### src/rtl/gon_y_bus_feeder.sv
// gon_y_bus_feeder
// Source stage for the GON Y-bus, directly upstream of the column of Y
// multicast controllers.
//   - CFG: shifts one row ID per cycle into the controller scan chain
//     (set_id / id_out). The farthest controller's ID goes out first.
//   - RUN: a small FIFO buffers (row tag, column tag, value) packets from the
//     global buffer. The head is presented on the shared Y-bus and popped
//     when the addressed controller returns ready.
// Ports:
//   clk, rst            clock, synchronous active-high reset
//   cfg_start, cfg_ids  ID-load request and packed per-controller row IDs
//   set_id, id_out      scan-chain shift enable and data into controller 0
//   cfg_done            one-cycle pulse after the last shift
//   in_valid/in_ready   upstream packet handshake
//   in_row_tag, in_col_tag, in_value   upstream packet fields
//   bus_enable/bus_ready                Y-bus handshake
//   bus_tag, bus_col_tag, bus_value     Y-bus packet fields (0 when idle)
//   fifo_count          FIFO occupancy, 0..FIFO_DEPTH
//   state_idle          high in IDLE
module gon_y_bus_feeder #(
    parameter int ROW_LEN    = 4,
    parameter int ID_LEN     = 5,
    parameter int VALUE_LEN  = 32,
    parameter int NUM_ROWS   = 6,
    parameter int FIFO_DEPTH = 4
) (
    input  logic                          clk,
    input  logic                          rst,
    input  logic                          cfg_start,
    input  logic [NUM_ROWS*ROW_LEN-1:0]   cfg_ids,
    output logic                          set_id,
    output logic [ROW_LEN-1:0]            id_out,
    output logic                          cfg_done,
    input  logic                          in_valid,
    output logic                          in_ready,
    input  logic [ROW_LEN-1:0]            in_row_tag,
    input  logic [ID_LEN-1:0]             in_col_tag,
    input  logic [VALUE_LEN-1:0]          in_value,
    output logic [ROW_LEN-1:0]            bus_tag,
    output logic                          bus_enable,
    input  logic                          bus_ready,
    output logic [VALUE_LEN-1:0]          bus_value,
    output logic [ID_LEN-1:0]             bus_col_tag,
    output logic [$clog2(FIFO_DEPTH):0]   fifo_count,
    output logic                          state_idle
);

    localparam int SW  = NUM_ROWS * ROW_LEN;
    localparam int PW  = $clog2(FIFO_DEPTH);
    localparam int CW  = $clog2(FIFO_DEPTH) + 1;
    localparam int NW  = $clog2(NUM_ROWS + 1);
    localparam int PKW = ROW_LEN + ID_LEN + VALUE_LEN;

    typedef enum logic [1:0] {
        S_IDLE,
        S_CFG,
        S_RUN
    } state_t;

    state_t          state_q, state_d;
    logic [SW-1:0]   sr_q, sr_d;
    logic [NW-1:0]   cnt_q, cnt_d;
    logic            done_q, done_d;

    logic [PKW-1:0]  mem_q [FIFO_DEPTH];
    logic [PW-1:0]   wptr_q, wptr_d;
    logic [PW-1:0]   rptr_q, rptr_d;
    logic [CW-1:0]   count_q, count_d;

    logic            push, pop;
    logic [PKW-1:0]  head;

    // ------------------------------------------------------------------
    // Control FSM
    // ------------------------------------------------------------------
    always_ff @(posedge clk) begin
        if (rst) begin
            state_q <= S_IDLE;
            sr_q    <= '0;
            cnt_q   <= '0;
            done_q  <= 1'b0;
        end else begin
            state_q <= state_d;
            sr_q    <= sr_d;
            cnt_q   <= cnt_d;
            done_q  <= done_d;
        end
    end

    always_comb begin
        state_d = state_q;
        sr_d    = sr_q;
        cnt_d   = cnt_q;
        done_d  = 1'b0;
        case (state_q)
            S_IDLE: begin
                if (cfg_start) begin
                    state_d = S_CFG;
                    sr_d    = cfg_ids;
                    cnt_d   = '0;
                end
            end
            S_CFG: begin
                // Top slice is on id_out; shift the next one up each cycle.
                sr_d = sr_q << ROW_LEN;
                if (cnt_q == NW'(NUM_ROWS - 1)) begin
                    state_d = S_RUN;
                    done_d  = 1'b1;
                    cnt_d   = '0;
                end else begin
                    cnt_d = cnt_q + NW'(1);
                end
            end
            S_RUN: begin
                // Reconfigure only with nothing buffered or on the bus.
                if (cfg_start && count_q == '0) begin
                    state_d = S_CFG;
                    sr_d    = cfg_ids;
                    cnt_d   = '0;
                end
            end
            default: state_d = S_IDLE;
        endcase
    end

    assign set_id     = (state_q == S_CFG);
    assign id_out     = set_id ? sr_q[SW-1 -: ROW_LEN] : '0;
    assign cfg_done   = done_q;
    assign state_idle = (state_q == S_IDLE);

    // ------------------------------------------------------------------
    // Packet FIFO
    // ------------------------------------------------------------------
    // in_ready looks only at occupancy, so a full FIFO refuses a push even
    // when a pop happens in the same cycle.
    assign in_ready   = (count_q != CW'(FIFO_DEPTH));
    assign push       = in_valid & in_ready;
    // bus_enable is a function of registered state only; bus_ready only
    // qualifies the pop, which keeps the controller loop combinationally open.
    assign bus_enable = (state_q == S_RUN) && (count_q != '0);
    assign pop        = bus_enable & bus_ready;

    always_comb begin
        wptr_d  = wptr_q;
        rptr_d  = rptr_q;
        count_d = count_q;
        if (push) wptr_d = wptr_q + PW'(1);
        if (pop)  rptr_d = rptr_q + PW'(1);
        case ({push, pop})
            2'b10:   count_d = count_q + CW'(1);
            2'b01:   count_d = count_q - CW'(1);
            default: count_d = count_q;
        endcase
    end

    always_ff @(posedge clk) begin
        if (rst) begin
            wptr_q  <= '0;
            rptr_q  <= '0;
            count_q <= '0;
        end else begin
            wptr_q  <= wptr_d;
            rptr_q  <= rptr_d;
            count_q <= count_d;
        end
    end

    always_ff @(posedge clk) begin
        if (push) begin
            mem_q[wptr_q] <= {in_row_tag, in_col_tag, in_value};
        end
    end

    assign head = mem_q[rptr_q];

    always_comb begin
        bus_tag     = '0;
        bus_col_tag = '0;
        bus_value   = '0;
        if (bus_enable) begin
            {bus_tag, bus_col_tag, bus_value} = head;
        end
    end

    assign fifo_count = count_q;

endmodule

### config.mk
export PLATFORM = sky130hd
export DESIGN_NAME = gon_y_bus_feeder
export DESIGN_NICKNAME = d
export VERILOG_FILES = /design/src/rtl/gon_y_bus_feeder.sv
export SDC_FILE = /design/constraint.sdc
export NUM_CORES = 1
export LEC_CHECK = 0
export CAP_MARGIN = 30
export CORE_MARGIN = 3
export CORE_UTILIZATION = 58
export CTS_CLUSTER_DIAMETER = 200
export DETAILED_ROUTE_END_ITERATION = 6
export GPL_TIMING_DRIVEN = 1
export PLACE_DENSITY_LB_ADDON = 0.2
export SLEW_MARGIN = 25
export SYNTH_ARGS = -nofsm -noshare
export SYNTH_HDL_FRONTEND = slang
export SYNTH_SLANG_ARGS = --single-unit
### constraint.sdc
create_clock -name clk -period 4.3 [get_ports clk]
set_input_delay 0.43 -clock clk [delete_from_list [all_inputs] [get_ports clk]]
set_output_delay 0.43 -clock clk [all_outputs]
set_load 0.01 [all_outputs]
### Word level (Yosys, flattened, before mapping)

Memories as Yosys holds them, arrays and structs flattened. A register that Yosys moved wholly into a read port is not among the register bits.
Cells that the tools add are included.

* multiplexer cells: 21
* equal/unequal tests: 9
* bitwise gates (word level): 3
* $add $sub $neg: 5
* reduce and logical (&&, ||, !) cells: 10

Operators with widths (number)
* 24-bit one-hot mux with 3 select lines: 1
* 24-bit two-way mux: 2
* 32-bit two-way mux: 1
* 2-bit two-way mux: 5
* 3-bit two-way mux: 3
* 3-bit one-hot mux with 3 select lines: 1
* 4-bit two-way mux: 2
* 3-bit by 1-bit adder with 3-bit output (second input constant): 2
* 2-bit one-hot mux with 3 select lines: 1
* 3-bit one-hot mux with 2 select lines: 1
* 3-bit AND reduction: 2
* 3-bit nonzero test: 2
* 5-bit two-way mux: 1
* 2-bit by 1-bit adder with 2-bit output (second input constant): 2
* 2-bit by 1-bit equality test with 1-bit output (second input constant): 2
* 2-bit equality test (second input constant): 2
* 2-bit inequality test (second input constant): 2
* 3-bit equality test (second input constant): 1
* 3-bit logical NOT: 1
* 1-bit two-way mux: 3
* 3-bit inequality test (second input constant): 1
* 3-bit by 1-bit subtractor with 3-bit output (second input constant): 1
* 1-bit AND: 2
* 1-bit logical AND: 2
* other kinds (5): 5

* flip-flop bits (word level): 37
* RAM bits: 164
* output and inout port bits: 53
* memories kept: 1
* input bits: 70

Memories
* mem_q: words 4, width 41, rd ports 1, clocked after memory_dff 1, write ports 1, RTL line 65 `logic [PKW-1:0] mem_q [FIFO_DEPTH];`

### Longest topological paths before layout

Gate-level depths: netlist of run 1.

* depth after elaboration: 5
* depth in mapped cells: 9

### Worst setup path after synthesis of run 1

No wires, ideal clock.

* path kind: reg-to-reg
* start: register count_q[0] (netlist: fifo_count[0])
* end: memory mem_q[0][0] (netlist bit), enable pin
* required time: 3.897 ns
* buffers on the path: 1
* data arrival time: 2.037 ns
* library setup time: 0.403 ns
* cell stages (with the launch flop): 4
* path slack: 1.861 ns
* cells stage by stage: dfxtp_1 -> or3b_1 -> clkbuf_1 -> and3_1

* longest elaborated chain between the ends: 4

Ends and longest elaborated chain
* start: declaration: RTL line 68 `logic [CW-1:0] count_q, count_d;`
* start signal: assignment: RTL line 164 `count_q <= count_d;`
* 3-bit inequality test: RTL line 136 `assign in_ready = (count_q != CW'(FIFO_DEPTH));`
* named net in_ready: RTL line 35 `output logic in_ready,`
* 1-bit AND: RTL line 137 `assign push = in_valid & in_ready;`
* 1-bit two-way mux: RTL line 169 `if (push) begin`
* 1-bit two-way mux (implied by the code): RTL line 170 `mem_q[wptr_q] <= {in_row_tag, in_col_tag, in_value};`
* end: declaration: RTL line 65

The timed path passes the listed nets, and every way through them passes these cells.

### Final worst setup path of run 1

* start: register state_q[1]
* end: output id_out[2]

* longest elaborated chain between the ends: 2

Ends and longest elaborated chain
* start: declaration: RTL line 60 `state_t state_q, state_d;`
* start signal: assignment: RTL line 83 `state_q <= state_d;`
* 2-bit by 1-bit equality test with 1-bit output: RTL line 126 `assign set_id = (state_q == S_CFG);`
* 4-bit two-way mux: RTL line 127 `assign id_out = set_id ? sr_q[SW-1 -: ROW_LEN] : '0;`
* end: declaration: RTL line 32 `output logic [ROW_LEN-1:0] id_out,`

No other way between the ends.

==> results of run 1 <==
## routing by layer
layer	part of all wire (%)	wire [um]	up-vias	track usage [%]
met2	51	8090	153	35.3
li1	-	-	2104	-
met5	0	0	-	0
met4	2.4	385	0	5.80
met1	41	6440	2305	26.9
met3	5.0	793	29	3.60
## cell type report
cell class                 instances  area share, %
clock inverter                     7          0.801
timing repair buffer             125           12.5
clock buffer                      29           5.57
tap                              176           2.17
sequential                       203           56.3
inverter                           7          0.259
multi-input combinational        240           22.4
## cell usage after synthesis, drive strengths merged
cell	n	area (um2)
nor4bb	1	10.0
or4	1	7.51
and2b	1	7.51
and2	45	282
xor2	2	17.5
nor3b	1	7.51
buf	19	108
or2	1	6.26
mux2	2	22.5
edfxtp	164	4920
nand3b	1	7.51
a311oi	22	293
a31o	1	8.76
o31ai	1	7.51
clkbuf	13	48.8
nand2	43	161
nor2b	1	6.26
or3b	1	8.76
and3	4	25.0
nor3	3	15.0
o21ai	7	35.0
nand4	4	25.0
nor2	9	36.3
fa	1	20.0
or3	1	6.26
nand2b	3	18.8
dfxtp	39	781
ha	5	62.6
o41a	1	11.3
inv	7	26.3
nand3	2	10.0
a21oi	32	160
a21o	2	15.0
mux4	41	923
o41ai	1	27.5
## final timing paths
| path | end | slack [ns] | cells past startpoint |
|---|---|---|---|
| worst min register to register | sr_q[2]$_SDFFE_PP0P_ | 0.49 | 2 |
| worst min-delay path | sr_q[2]$_SDFFE_PP0P_ | 0.49 | 2 |
| worst max register to register | fifo_count[2]$_SDFFE_PP0P_ | 1.76 | 8 |
| worst max-delay path | id_out[2] | 1.00 | 4 |
## power breakdown
part	internal [mW]	switching, mW
sequential	2.22	0.0359
clock	1.03	0.670
combinational	0.136	0.141
total	3.39	0.847
## cells by family (layout without fill, tap and decap cells)
| family | Yosys count | after routing | share of synthesized area [%] |
|---|---|---|---|
| AOI/OAI and AO/OA | 67 | 67 | 6.86 |
| DFF | 203 | 203 | 70.2 |
| muxes | 43 | 43 | 11.6 |
| xor gates and xnor gates | 2 | 2 | 0.215 |
| buffers and inverters | 39 | 168 | 2.25 |
| adders and majority gates | 6 | 6 | 1.02 |
| and+or+nand+nor | 122 | 122 | 7.88 |
## worst reg2reg max path: stages (launching register included)
cell     delay [ns]
dfxtp_1        0.51
nor3_1         0.19
nor3b_1        0.43
ha_1           0.27
inv_1          0.06
fa_1           0.37
xor2_1         0.17
or3_1          0.31
a21oi_1        0.14
## per-stage QoR
stage          std cells  cell area [um2]  worst slack (ns)  power (mW)  util (%)
6_report             787            10100              1.00        4.23      75.4
5_1_grt              787            10100             0.753        4.37      75.4
4_1_cts              786            10100             0.998        4.26      75.2
3_3_place_gp         749             9440              1.57        2.56      70.2
2_1_floorplan        482             8130              1.86        2.44         -
3_5_place_dp         750             9470              1.50        2.57      70.4
## flip-flops by register name, summed over array words and instances (netlist names), named ones only
register,count
mem_q,164
sr_q,24
cfg_done,1
cnt_q,3
state_q,2
wptr_q,2
rptr_q,2
fifo_count,3
## placed cells by master, fill, tap and decap left out, types with 2 or more instances in the layout
cell type	netlist	layout
a21o_1	2	2
a21oi_1	32	32
a311oi_1	6	6
a311oi_2	16	16
and2_1	45	45
and3_4	0	4
buf_4	2	2
bufinv_16	0	2
clkbuf_1	13	7
clkbuf_16	0	21
clkdlybuf4s50_1	0	122
clkinv_1	0	3
clkinv_2	0	2
dfxtp_1	39	37
dfxtp_4	0	2
edfxtp_1	164	164
ha_1	5	5
inv_1	6	6
mux2_2	2	2
mux4_2	41	41
nand2_1	43	43
nand2b_1	3	3
nand3_1	2	2
nand4_1	4	4
nor2_1	8	7
nor2_4	0	2
nor3_1	3	3
o21ai_0	7	7
xor2_1	2	2
==> impl_metrics.py, run 1 <==
metrics = {
    "outcome": {
        "status": "complete, no violations",
    },
    "sta": {
        "relSlewSlack_pct": 36.6,
        "slew_viol_final": 0,
        "rsz0062_at_grt": "false",
        "period_share_pct": 76.7,
        "clock_skew_ns": 0.00696,
        "finalSetupViolCount": 0,
        "hold_slack_ns": 0.487,
        "max_freq_mhz": 303,
        "post-route-min-period_ns": 3.30,
        "setup_tns_ns": 0,
        "finalHoldViolCount": 0,
        "worst_pin_slew_ns": 0.948,
    },
    "synthesis": {
        "synth.distinct_cells": 41,
        "synth_nets": 558,
        "yosysWarnings": 0,
        "postSynthAreaPerCell_um2": 16.9,
        "synth_seq_cells": 203,
        "seq_area_frac_synth_pct": 70.2,
        "syn_area_um2": 8130,
        "postSynthCellCount": 482,
    },
    "finish": {
        "finish.net_count": 673,
        "drive_gt1_share_pct": 16.4,
        "regArea_um2": 5710,
        "nFillCells": 815,
        "area_growth_pct": 24.8,
        "num_antenna_cells": 0,
        "multi_input_area_um2": 2280,
    },
    "global_route": {
        "grt_pass1_wl_um": 25600,
        "grt_max_degree": 44,
        "antenna_found_initial": 0,
        "grt_pass1_vias": 4825,
        "overflow": 0,
        "grt_use_total_pct": 20.4,
    },
    "critical_path": {
        "critPathTopFamily": "simple AND/OR/NAND/NOR gates",
        "critPathLaunchType": "flop",
        "crit_chain": "nand2b_1, inv_2, and2_1, clkdlybuf4s50_1",
        "crit_fanout": 27,
        "critPathCaptureType": "primary output",
        "startpoint": "state_q[1]$_SDFFE_PP0P_",
        "cp.arrival_ns": 2.87,
        "cp_slowest_stage_delay_ns": 0.75,
        "crit_type": "reg -> out",
        "timing.rr.start": "fifo_count[0]$_SDFFE_PP0P_",
        "cp_slowest_cell": "nand2b_1",
        "worst-path-buf-inv": 2,
        "required_ns": 3.87,
    },
    "worst_hold_path": {
        "hp-start": "sr_q[2]$_SDFFE_PP0P_",
        "holdCritPathClass": "reg -> reg",
    },
    "floorplanning": {
        "fp.dieW_um": 124,
        "dieArea_um2": 15500,
        "die_h_um": 124,
        "num_io_pins": 123,
        "initial_core_util_pct": 60.5,
        "core_area_um2": 13500,
        "rows": 42,
    },
    "routing": {
        "wirelength_um": 15700,
        "drcViolationCount": 0,
        "via_per_inst": 5.83,
        "drt-wirelength-per-cell_um": 20.0,
        "ant_nets": 0,
        "dr.pass1.iters": 5,
        "dr_total_vias": 4591,
        "drt_iter0_drc": 336,
    },
    "cts": {
        "post_cts_buffers": 0,
        "clk_latency_ns": 0.47,
        "clk_path_buf_depth": 3,
        "root_buffer": "clkbuf_16",
        "clk_pin_slew_worst_paths_ns": 0.06,
        "htreeDepth": 1,
        "cts_buffers": 20,
        "clock_sinks": 203,
        "cts_resized": 0,
        "cts_tree": "yes",
        "ctsHoldBuffers": 0,
    },
    "pwr": {
        "p_per_area_nw_per_um2": 417,
        "power.leakage_nw": 3.30,
        "irDropWorstVdd_mv": 0.342,
    },
    "place": {
        "place_congestion": 0.831,
        "dpl.hpwl_um": 9510,
        "port_buffers": 122,
    },
    "job": {
        "maxCapViolCount": 0,
    },
}
(Power assumes the default switching activity.)
==> run 2, diff against run 1 <==
--- a/config.mk
+++ b/config.mk
@@ -7,7 +7,7 @@
 export LEC_CHECK = 0
 export CAP_MARGIN = 30
 export CORE_MARGIN = 3
-export CORE_UTILIZATION = 58
+export CORE_UTILIZATION = 49
 export CTS_CLUSTER_DIAMETER = 200
 export DETAILED_ROUTE_END_ITERATION = 6
 export GPL_TIMING_DRIVEN = 1
==> constraint.sdc (replaced) <==
create_clock -name clk -period 2.8 [get_ports clk]
set_input_delay 0.28 -clock clk [delete_from_list [all_inputs] [get_ports clk]]
set_output_delay 0.28 -clock clk [all_outputs]
set_load 0.01 [all_outputs]
==> impl_metrics.py, run 2 (synthesized netlist as in run 1, its figures left out) <==
metrics = {
    "critical_path": {
        "critPathCaptureType": "primary output",
        "r2r-end": "fifo_count[2]$_SDFFE_PP0P_",
        "required_ns": 2.52,
        "cp.arrival_ns": 2.37,
        "timing.rr.start": "state_q[0]$_SDFFE_PP0P_",
        "crit_fanout": 14,
        "ff2ff_setup_slack_ns": 0.28,
        "worstRegToRegCells": 8,
        "crit_type": "reg -> out",
        "critPathLaunchType": "flop",
    },
    "worst_hold_path": {
        "hp-start": "cfg_ids[0]",
        "holdCritPathClass": "in -> reg",
        "hold_depth": 3,
        "hold_path_end": "sr_q[0]$_SDFFE_PP0P_",
    },
    "pwr": {
        "irDropWorstVdd_mv": 0.369,
        "p_per_area_nw_per_um2": 618,
        "power.leakage_nw": 3.42,
    },
    "cts": {
        "cts_buffers": 21,
        "root_buffer": "clkbuf_16",
        "clk_path_buf_depth": 3,
        "cts_tree": "yes",
        "htreeDepth": 1,
        "clock_sinks": 203,
        "clk_pin_slew_worst_paths_ns": 0.06,
        "ctsHoldBuffers": 0,
        "clk_latency_ns": 0.48,
    },
    "sta": {
        "rsz0062_at_grt": "false",
        "slew_viol_final": 0,
        "max_freq_mhz": 378,
        "relSlewSlack_pct": 62.0,
        "post-route-min-period_ns": 2.65,
        "setup_tns_ns": 0,
        "clock_skew_ns": 0.00945,
        "worst_pin_slew_ns": 0.567,
        "finalHoldViolCount": 0,
        "finalSetupViolCount": 0,
        "period_share_pct": 94.5,
    },
    "floorplanning": {
        "initial_core_util_pct": 50.6,
        "rows": 46,
        "dieArea_um2": 18200,
        "die_h_um": 135,
        "fp.dieW_um": 135,
        "core_area_um2": 16100,
        "num_io_pins": 123,
    },
    "place": {
        "dp_cells": 802,
        "port_buffers": 122,
        "place_congestion": 0.812,
        "dpl.hpwl_um": 9530,
    },
    "routing": {
        "drcViolationCount": 0,
        "dr_total_vias": 4665,
        "wirelength_um": 16500,
        "drt_iter0_drc": 330,
        "drt-wirelength-per-cell_um": 19.4,
        "dr.pass1.iters": 4,
        "ant_nets": 0,
        "via_per_inst": 5.48,
    },
    "global_route": {
        "grt_max_degree": 39,
        "grt_pass1_wl_um": 25500,
        "grt_use_total_pct": 17.9,
        "overflow": 0,
        "grt_pass1_vias": 4685,
        "antenna_found_initial": 2,
    },
    "finish": {
        "reg_top3": "mem_q x164, sr_q x24",
        "largest_reg_flops": 164,
        "final_cell_mix": "edfxtp_1 (164), clkdlybuf4s50_1 (122), and2_1 (45)",
        "fin_cells": 852,
        "area_growth_pct": 28.0,
        "drive_gt1_share_pct": 20.9,
        "finish.net_count": 698,
        "final_common_cell": "edfxtp_1",
        "regMostFlops": "mem_q",
        "num_antenna_cells": 0,
    },
    "outcome": {
        "status": "complete, no violations",
    },
    "job": {
        "maxCapViolCount": 0,
    },
}
run 2: worst max-delay path, cell delays in order (launching register included):
cell	delay (ns)
dfxtp_4	0.47
buf_4	0.24
mux4_2	0.52
and2_1	0.17
clkdlybuf4s50_1	0.48
run 2: worst max path at each step:
stage | endpoint | cells past startpoint
after floorplan | mem_q[0][0]$_DFFE_PP_ | 3
after global placement | fifo_count[2]$_SDFFE_PP0P_ | 8
after detailed placement | fifo_count[2]$_SDFFE_PP0P_ | 8
after CTS | bus_value[7] | 4
after global routing | bus_value[7] | 4
final | bus_value[7] | 4
run 2: layout make-up:
class	instances	area (um2)
Clock buffer	25	541
Clock inverter	12	83.8
Fill cell	1146	5650
Inverter	7	26.3
Multi-Input combinational cell	242	2300
Sequential cell	203	5720
Tap cell	216	270
Timing Repair Buffer	147	1480
run 2: through the flow:
stage | cell area, um2 | util (%) | hold WS [ns] | setup slack [ns] | total power, mW
6_report | 10400 | 64.8 | 0.377 | 0.155 | 6.44
5_1_grt | 10400 | 64.8 | 0.370 | 0.0319 | 6.69
4_1_cts | 10300 | 64.2 | 0.357 | 0.00920 | 6.49
3_5_place_dp | 9650 | 60.1 | 0.467 | 0.161 | 3.97
3_3_place_gp | 9650 | 60.1 | 0.458 | 0.233 | 3.95
2_1_floorplan | 8130 | - | 0.379 | 0.361 | 3.74
run 2: per-layer routing:
layer / track usage [%] / up-vias / wire length, um
li1: - / 2166 / -
met1: 25.5 / 2322 / 7300
met2: 29.1 / 160 / 8070
met3: 3.65 / 15 / 1020
met4: 3.62 / 2 / 155
met5: 0 / - / 8
run 2: what timing repair did:
item,4_1_cts,5_1_grt
resized for setup,9,3
buffers inserted,0,11
endpoints found under the setup margin,42,41
cloned,1,1
pin swaps,1,0
run 2: where the power goes:
group          internal, mW  leakage (nW)  switching [mW]
clock network          1.47         0.301            1.06
registers              3.41          1.83          0.0508
logic                 0.224          1.29           0.232
total                  5.10          3.42            1.34
==> run 3, diff against run 2 <==
--- a/config.mk
+++ b/config.mk
@@ -5,12 +5,14 @@
 export SDC_FILE = /design/constraint.sdc
 export NUM_CORES = 1
 export LEC_CHECK = 0
+export ABC_CLOCK_PERIOD_IN_PS = 2800
 export CAP_MARGIN = 30
 export CORE_MARGIN = 3
 export CORE_UTILIZATION = 49
 export CTS_CLUSTER_DIAMETER = 200
 export DETAILED_ROUTE_END_ITERATION = 6
 export GPL_TIMING_DRIVEN = 1
+export HOLD_SLACK_MARGIN = 0.08
 export PLACE_DENSITY_LB_ADDON = 0.2
 export SLEW_MARGIN = 25
 export SYNTH_ARGS = -nofsm -noshare
==> results of run 3 <==
No change in the layout: final DEF, timing and power equal those of run 2.
